[config.mk]
export PLATFORM = sky130hd
export DESIGN_NAME = video_mode_sequencer
export DESIGN_NICKNAME = d
export VERILOG_FILES = /design/src/rtl/video_mode_sequencer.sv
export SDC_FILE = /design/constraint.sdc
export NUM_CORES = 1
export LEC_CHECK = 0
export ABC_CLOCK_PERIOD_IN_PS = 2100
export CAP_MARGIN = 40
export CORE_UTILIZATION = 43
export CTS_BUF_LIST = sky130_fd_sc_hd__clkbuf_8
export DETAILED_ROUTE_END_ITERATION = 8
export GPL_ROUTABILITY_DRIVEN = 0
export GPL_TIMING_DRIVEN = 0
export PLACE_DENSITY = 0.65
export SYNTH_ARGS = -nofsm -noshare
export SYNTH_HDL_FRONTEND = slang
export SYNTH_SLANG_ARGS = --single-unit
[constraint.sdc]
create_clock -name clock -period 2.1 [get_ports clock]
set_clock_uncertainty 0.05 [all_clocks]
set_input_delay 0.21 -clock clock [delete_from_list [all_inputs] [get_ports clock]]
set_output_delay 0.21 -clock clock [all_outputs]
set_load 0.05 [all_outputs]
[src/rtl/video_mode_sequencer.sv]
// -----------------------------------------------------------------------------
// video_mode_sequencer
//
// Sequences a change of video mode for a video generator that is driven by a
// reconfigurable pixel PLL. A request is accepted in IDLE, then:
//   WAIT_VS      wait for the vsync active edge so the switch lands on a frame
//                boundary (skipped when the generator is not running)
//   HOLD         hold the generator in reset and switch the config mux
//   PLL_CFG      one-cycle reconfiguration pulse to the PLL
//   WAIT_LOCK    wait for the PLL to relock, then release the generator
//   WAIT_RESTART wait for the generator's restart pulse
//   WAIT_FC      wait for the generator to complete a full vsync cycle
// Every wait state is guarded by a timeout that returns to IDLE with the
// generator out of reset and a sticky error flag raised.
// After reset the block starts in HOLD, so power-on runs the full bring-up
// sequence for INIT_MODE without any request.
//
// Parameters
//   INIT_MODE       mode loaded at reset
//   HOLD_CYCLES     number of cycles the video reset is held in HOLD
//   TIMEOUT_CYCLES  per-wait-state timeout limit (fits the 23-bit counter)
//
// Ports
//   clock             sole clock, rising edge
//   reset             synchronous, active-high reset
//   req_valid         mode-change request
//   req_mode[3:0]     requested mode index
//   req_ready         high in IDLE; request taken when req_valid & req_ready
//   vsync             vsync from the video generator
//   vsync_on_polarity active level of vsync
//   pll_locked        pixel PLL lock status
//   restart           one-cycle pulse from the generator on trigger start
//   fullcycle         generator has completed one vsync
//   video_reset_n     active-low reset to the generator (registered)
//   pll_reconfig      one-cycle PLL reconfiguration pulse (registered)
//   active_mode[3:0]  config-select index for the video config mux
//   busy              high in every state except IDLE
//   timeout_err       sticky timeout flag, cleared only by reset
// -----------------------------------------------------------------------------
module video_mode_sequencer #(
  parameter logic [3:0]  INIT_MODE      = 4'd0,
  parameter int unsigned HOLD_CYCLES    = 16,
  parameter int unsigned TIMEOUT_CYCLES = 4194304
) (
  input  logic       clock,
  input  logic       reset,
  input  logic       req_valid,
  input  logic [3:0] req_mode,
  output logic       req_ready,
  input  logic       vsync,
  input  logic       vsync_on_polarity,
  input  logic       pll_locked,
  input  logic       restart,
  input  logic       fullcycle,
  output logic       video_reset_n,
  output logic       pll_reconfig,
  output logic [3:0] active_mode,
  output logic       busy,
  output logic       timeout_err
);

  typedef enum logic [2:0] {
    IDLE,
    WAIT_VS,
    HOLD,
    PLL_CFG,
    WAIT_LOCK,
    WAIT_RESTART,
    WAIT_FC
  } state_t;

  localparam logic [22:0] TMO_LAST  = 23'(TIMEOUT_CYCLES - 1);
  localparam logic [31:0] HOLD_LAST = 32'(HOLD_CYCLES - 1);
  // Lock status is not trusted during the two cycles after the reconfig
  // pulse is issued: the PLL_CFG cycle and the WAIT_LOCK entry cycle.
  localparam logic [22:0] LOCK_MASK = 23'd1;

  state_t      state_q,         state_d;
  logic [3:0]  pending_mode_q,  pending_mode_d;
  logic [3:0]  active_mode_q,   active_mode_d;
  logic        video_reset_n_q, video_reset_n_d;
  logic        pll_reconfig_q,  pll_reconfig_d;
  logic        req_ready_q,     req_ready_d;
  logic        busy_q,          busy_d;
  logic        timeout_err_q,   timeout_err_d;
  logic [31:0] hold_cnt_q,      hold_cnt_d;
  logic [22:0] tmo_cnt_q,       tmo_cnt_d;
  logic        vs_act_q,        vs_act_d;
  logic        vs_prev_q,       vs_prev_d;

  logic        in_wait;
  logic        vs_rise;

  assign in_wait = (state_q == WAIT_VS)      || (state_q == WAIT_LOCK) ||
                   (state_q == WAIT_RESTART) || (state_q == WAIT_FC);

  // vsync is sampled once; the edge is seen between the sample and its
  // delayed copy, so the state leaves WAIT_VS one cycle after the sample.
  assign vs_rise = vs_act_q & ~vs_prev_q;

  always_comb begin
    state_d         = state_q;
    pending_mode_d  = pending_mode_q;
    active_mode_d   = active_mode_q;
    video_reset_n_d = video_reset_n_q;
    timeout_err_d   = timeout_err_q;
    hold_cnt_d      = hold_cnt_q;
    tmo_cnt_d       = tmo_cnt_q;
    vs_act_d        = (vsync == vsync_on_polarity);
    vs_prev_d       = vs_act_q;

    case (state_q)
      IDLE: begin
        if (req_valid && req_ready_q) begin
          pending_mode_d = req_mode;
          // Re-requesting the running mode of a running generator is a no-op.
          if (!((req_mode == active_mode_q) && fullcycle)) begin
            state_d = WAIT_VS;
          end
        end
      end
      WAIT_VS: begin
        // A stopped generator produces no vsync; switch straight away.
        if (!fullcycle || vs_rise) begin
          state_d = HOLD;
        end
      end
      HOLD: begin
        if (hold_cnt_q == HOLD_LAST) begin
          state_d = PLL_CFG;
        end
      end
      PLL_CFG: begin
        state_d = WAIT_LOCK;
      end
      WAIT_LOCK: begin
        if ((tmo_cnt_q >= LOCK_MASK) && pll_locked) begin
          state_d         = WAIT_RESTART;
          video_reset_n_d = 1'b1;
        end
      end
      WAIT_RESTART: begin
        // fullcycle is deliberately not looked at here: a coincident
        // restart and fullcycle only advances to WAIT_FC.
        if (restart) begin
          state_d = WAIT_FC;
        end
      end
      WAIT_FC: begin
        if (fullcycle) begin
          state_d = IDLE;
        end
      end
      default: begin
        state_d = IDLE;
      end
    endcase

    // Timeout overrides any transition chosen above.
    if (in_wait && (tmo_cnt_q == TMO_LAST)) begin
      state_d         = IDLE;
      timeout_err_d   = 1'b1;
      video_reset_n_d = 1'b1;
    end

    // HOLD entry: generator into reset and config mux switched together.
    if ((state_d == HOLD) && (state_q != HOLD)) begin
      video_reset_n_d = 1'b0;
      active_mode_d   = pending_mode_q;
    end

    // Counters restart on every state change.
    if (state_d != state_q) begin
      hold_cnt_d = '0;
      tmo_cnt_d  = '0;
    end else begin
      if (state_q == HOLD) begin
        hold_cnt_d = hold_cnt_q + 32'd1;
      end
      if (in_wait && (tmo_cnt_q != '1)) begin
        tmo_cnt_d = tmo_cnt_q + 23'd1;
      end
    end

    // Status outputs are registered copies of the next state.
    pll_reconfig_d = (state_d == PLL_CFG);
    req_ready_d    = (state_d == IDLE);
    busy_d         = (state_d != IDLE);
  end

  always_ff @(posedge clock) begin
    if (reset) begin
      state_q         <= HOLD;
      pending_mode_q  <= INIT_MODE;
      active_mode_q   <= INIT_MODE;
      video_reset_n_q <= 1'b0;
      pll_reconfig_q  <= 1'b0;
      req_ready_q     <= 1'b0;
      busy_q          <= 1'b1;
      timeout_err_q   <= 1'b0;
      hold_cnt_q      <= '0;
      tmo_cnt_q       <= '0;
      vs_act_q        <= 1'b0;
      vs_prev_q       <= 1'b0;
    end else begin
      state_q         <= state_d;
      pending_mode_q  <= pending_mode_d;
      active_mode_q   <= active_mode_d;
      video_reset_n_q <= video_reset_n_d;
      pll_reconfig_q  <= pll_reconfig_d;
      req_ready_q     <= req_ready_d;
      busy_q          <= busy_d;
      timeout_err_q   <= timeout_err_d;
      hold_cnt_q      <= hold_cnt_d;
      tmo_cnt_q       <= tmo_cnt_d;
      vs_act_q        <= vs_act_d;
      vs_prev_q       <= vs_prev_d;
    end
  end

  assign req_ready     = req_ready_q;
  assign video_reset_n = video_reset_n_q;
  assign pll_reconfig  = pll_reconfig_q;
  assign active_mode   = active_mode_q;
  assign busy          = busy_q;
  assign timeout_err   = timeout_err_q;

endmodule

==> results.sh, run 1 <==
export IMPL_post_layout_total_power_mw=2.79
export IMPL_ir_worst_vdd_uv=429
export IMPL_ys_ff_latch=73
export IMPL_hold_slack_ns=0.421
export IMPL_criticalPathCategory="register to register"
export IMPL_preCtsSetupSlack_ns=-0.512
export IMPL_cts_htree_levels=3
export IMPL_maxClockFrequency_ghz=0.442
export IMPL_final_instance_count_excl_fill=622
export IMPL_clk_latency_ns=0.36
export IMPL_synth_area_um2=3930
export IMPL_power_density_nw_per_um2=536
export IMPL_tritoncts="built"
export IMPL_setup_viol=60
export IMPL_final_antenna_net_count=0
export IMPL_outcome="finished with violations"
export IMPL_critical_path_endpoint_type="register"
export IMPL_crit_required_ns=2.31
export IMPL_final_max_slew_violation_count=0
export IMPL_first_iter_violations=95
export IMPL_post_cts_hold_fix_bufs=0
export IMPL_port_buffers=20
export IMPL_wl_per_cell_um=15.7
export IMPL_min_period_over_period_pct=108
export IMPL_area_growth_synth_to_final_pct=32.2
export IMPL_ys_top_cells_by_area="sky130_fd_sc_hd__dfxtp_1 37%, sky130_fd_sc_hd__nor3_1 7.6%, sky130_fd_sc_hd__xnor2_1 6.2%"
export IMPL_layout_min_cycle_time_ns=2.26
export IMPL_num_nets_final=524
export IMPL_cts_root_buffer_cell="sky130_fd_sc_hd__clkbuf_8"
export IMPL_failing_checks="negative setup slack"
export IMPL_rsz0062_at_grt="true"
export IMPL_syn_avg_cell_area_um2=8.68
export IMPL_post_synth_num_cell_types=55
export IMPL_drcViolationCount=0
export IMPL_grt_ovfl_total=0
export IMPL_rr_startpoint="tmo_cnt_q[3]$_SDFFE_PP0P_"
export IMPL_fp_dieH_um=97.6
export IMPL_diodes=0
export IMPL_critical_path_source_type="register"
export IMPL_die_width_um=97.6
export IMPL_initial_utilization_pct=44.7
export IMPL_tritoncts_num_buffers=9
export IMPL_cts_max_path_buffers=2
export IMPL_cp_cell_sequence="nor4_1 > a31oi_4 > a211oi_4 > o311ai_4 > buf_12 > buf_8 > nor4b_4"
export IMPL_place_detailed_instances=581
export IMPL_pnr_worst_setup_slack_ns=-0.162
export IMPL_cp_max_fo=9
export IMPL_vias=3442
export IMPL_critical_path_slowest_cell="sky130_fd_sc_hd__nor4_1"
export IMPL_syn_num_nets=468
export IMPL_yosys_top_cell_area_share_pct=37.2
export IMPL_timing_slew_headroom_pct=52.5
export IMPL_synth_warnings=0
export IMPL_globalRouteTotalUtil_pct=20.5
export IMPL_regToRegSetupSlack_ns=-0.16
export IMPL_layout_filler_cells=722
export IMPL_clock_tree_sinks=73
export IMPL_rr_worst_depth=7
export IMPL_dpl_hpwl_um=6150
export IMPL_routed_via_density=5.53
export IMPL_clkTransAtPathRegs_ns=0.08
export IMPL_floorplan_io_pins=21
export IMPL_post_synth_inst_count=453
export IMPL_drt_first_pass_iters=4
export IMPL_rr_endpoint="tmo_cnt_q[3]$_SDFFE_PP0P_"
export IMPL_final_hold_violation_count=0
export IMPL_pin_count_of_the_biggest_net_entering_global_routing=14
export IMPL_vias_in_the_first_global_route=3295
export IMPL_power_static_leakage_nw=1.86
export IMPL_critical_path_arrival_ns=2.47
export IMPL_antenna_found_initial=0
export IMPL_grt_first_pass_wirelength_um=15700
export IMPL_die_area_um2=9530
export IMPL_tightest_slew_ns=0.705
export IMPL_min_delay_path_class="register to register"
export IMPL_drive_gt1_share_pct=25.1
export IMPL_yosysSeqAreaShare_pct=37.2
export IMPL_crit_start="tmo_cnt_q[3]$_SDFFE_PP0P_"
export IMPL_placementRows=34
export IMPL_core_region_area_um2=8810
export IMPL_cap_violations=0
export IMPL_synth_top_area_cell="sky130_fd_sc_hd__dfxtp_1"
export IMPL_max_stage_delay_ns=0.58
export IMPL_crit_end="tmo_cnt_q[3]$_SDFFE_PP0P_"
export IMPL_wire_length_after_detailed_routing_um=9780
[worst min path at each step]
stage | cells after the start | end | start | slack (ns)
after floorplan | 1 | vs_prev_q$_SDFF_PP0_ | reset | 0.23
after global placement | 2 | timeout_err$_SDFFE_PP0P_ | timeout_err$_SDFFE_PP0P_ | 0.41
after detailed placement | 1 | vs_prev_q$_SDFF_PP0_ | vs_act_q$_SDFF_PP0_ | 0.41
after CTS | 1 | vs_prev_q$_SDFF_PP0_ | vs_act_q$_SDFF_PP0_ | 0.42
after global routing | 1 | vs_prev_q$_SDFF_PP0_ | vs_act_q$_SDFF_PP0_ | 0.44
final | 1 | vs_prev_q$_SDFF_PP0_ | vs_act_q$_SDFF_PP0_ | 0.42
[metrics by stage]
stage / util [%] / TNS, ns / area, µm²
final: 59.0 / -4.62 / 5200
after global routing: 59.0 / -10.44 / 5200
after CTS: 55.4 / -3.75 / 4870
after detailed placement: 48.8 / -26.17 / 4300
after global placement: 48.8 / -24.18 / 4300
after floorplan: - / 0 / 3960
[critical path: cells and delay by family (launching register included)]
kind / cells / cell delay (ns)
buffers and inverters: 2 / 0.31
AND/OR/NAND/NOR: 2 / 0.83
AO/OA/AOI/OAI: 3 / 0.63
flip-flops: 1 / 0.37
[registers in the layout, summed over array words and instances, names as in the netlist]
register,flops
vs_act_q,1
req_ready,1
vs_prev_q,1
tmo_cnt_q,23
timeout_err,1
active_mode,4
pll_reconfig,1
pending_mode_q,4
video_reset_n,1
hold_cnt_q,32
state_q,3
busy,1
[kinds of logic after synthesis]
| kind of cell | share of synthesized area [%] |
|---|---|
| fa+ha+maj | 0.955 |
| buf+inv | 5.06 |
| flops | 37.2 |
| simple gates | 37.0 |
| compound gates | 4.65 |
| xor+xnor | 12.9 |
| mux | 2.29 |
[cell usage in the layout (no fill, tap or decap), types with 3 or more instances in the layout]
cell	instances
sky130_fd_sc_hd__and2_1	5
sky130_fd_sc_hd__and3_1	7
sky130_fd_sc_hd__and4_1	9
sky130_fd_sc_hd__buf_12	5
sky130_fd_sc_hd__buf_2	3
sky130_fd_sc_hd__buf_4	24
sky130_fd_sc_hd__buf_6	5
sky130_fd_sc_hd__buf_8	5
sky130_fd_sc_hd__clkbuf_1	4
sky130_fd_sc_hd__clkbuf_8	10
sky130_fd_sc_hd__clkdlybuf4s50_1	20
sky130_fd_sc_hd__dfxtp_1	64
sky130_fd_sc_hd__dfxtp_2	5
sky130_fd_sc_hd__dfxtp_4	4
sky130_fd_sc_hd__ha_4	3
sky130_fd_sc_hd__inv_1	10
sky130_fd_sc_hd__mux2i_1	9
sky130_fd_sc_hd__nand2_1	57
sky130_fd_sc_hd__nand3_1	19
sky130_fd_sc_hd__nand4_1	10
sky130_fd_sc_hd__nor2_1	26
sky130_fd_sc_hd__nor3_1	52
sky130_fd_sc_hd__nor3_2	10
sky130_fd_sc_hd__nor4_1	16
sky130_fd_sc_hd__nor4_2	6
sky130_fd_sc_hd__nor4_4	3
sky130_fd_sc_hd__nor4b_2	5
sky130_fd_sc_hd__nor4b_4	6
sky130_fd_sc_hd__o21ai_0	4
sky130_fd_sc_hd__xnor2_1	28
sky130_fd_sc_hd__xor2_1	28
[final cells by class]
cell class / count / area [µm²] / area share [%]
flip-flops and latches: 73 / 1480 / 28.5
clock buffers: 10 / 138 / 2.65
well taps: 108 / 135 / 2.60
plain buffers: 24 / 223 / 4.28
repair buffers: 46 / 479 / 9.22
inverters: 11 / 43.8 / 0.842
clock inverters: 6 / 87.6 / 1.68
multi-input cells: 344 / 2610 / 50.2
[where the power goes]
part / leakage [nW] / internal (mW) / switching, mW
clock network: 0.117 / 0.706 / 0.563
registers: 0.593 / 1.39 / 0.00605
logic: 1.15 / 0.0675 / 0.0592
[routing by layer]
metal | vias up | GRT usage [%] | wire (µm)
li1 | 1724 | - | -
met4 | 0 | 4.43 | 209
met5 | - | 0 | 0
met3 | 22 | 4.82 | 322
met1 | 1619 | 25.8 | 4520
met2 | 77 | 35.4 | 4720
[synth_stat cells, drive strengths merged]
library cell   n
nor2          29
o31ai          1
o31a           1
nand2b         2
buf           15
and2           6
nor3b          2
dfxtp         73
nand2         57
xnor2         28
nand4         10
nor4bb         1
a211oi         2
o21ai          7
a31oi          1
or2            2
o311ai         2
xor2          29
nor4          25
or3            2
o21a           1
or4            1
a21oi          2
mux2i          9
clkbuf        10
ha             3
nand3         21
a31o           2
a221o          1
nor4b         11
o211ai         1
nor3          63
and4          11
and3           7
o2111ai        1
inv           11
nor2b          2
nand4bb        1
[repair_timing]
item	4_1_cts	5_1_grt
pin swaps	7	14
setup buffers	16	8
gates resized for setup	50	38
cloned	0	2
endpoints found under the setup margin	63	62
No activity file was read; power rests on OpenSTA's default activity.
==> run 2: changes to the inputs <==
--- a/config.mk
+++ b/config.mk
@@ -10,7 +10,7 @@
 export CORE_UTILIZATION = 43
 export CTS_BUF_LIST = sky130_fd_sc_hd__clkbuf_8
 export DETAILED_ROUTE_END_ITERATION = 8
-export GPL_ROUTABILITY_DRIVEN = 0
+export GPL_ROUTABILITY_DRIVEN = 1
 export GPL_TIMING_DRIVEN = 0
 export PLACE_DENSITY = 0.65
 export SYNTH_ARGS = -nofsm -noshare
==> results of run 2 <==
The final DEF is identical to that of run 1; final timing and power are the same.
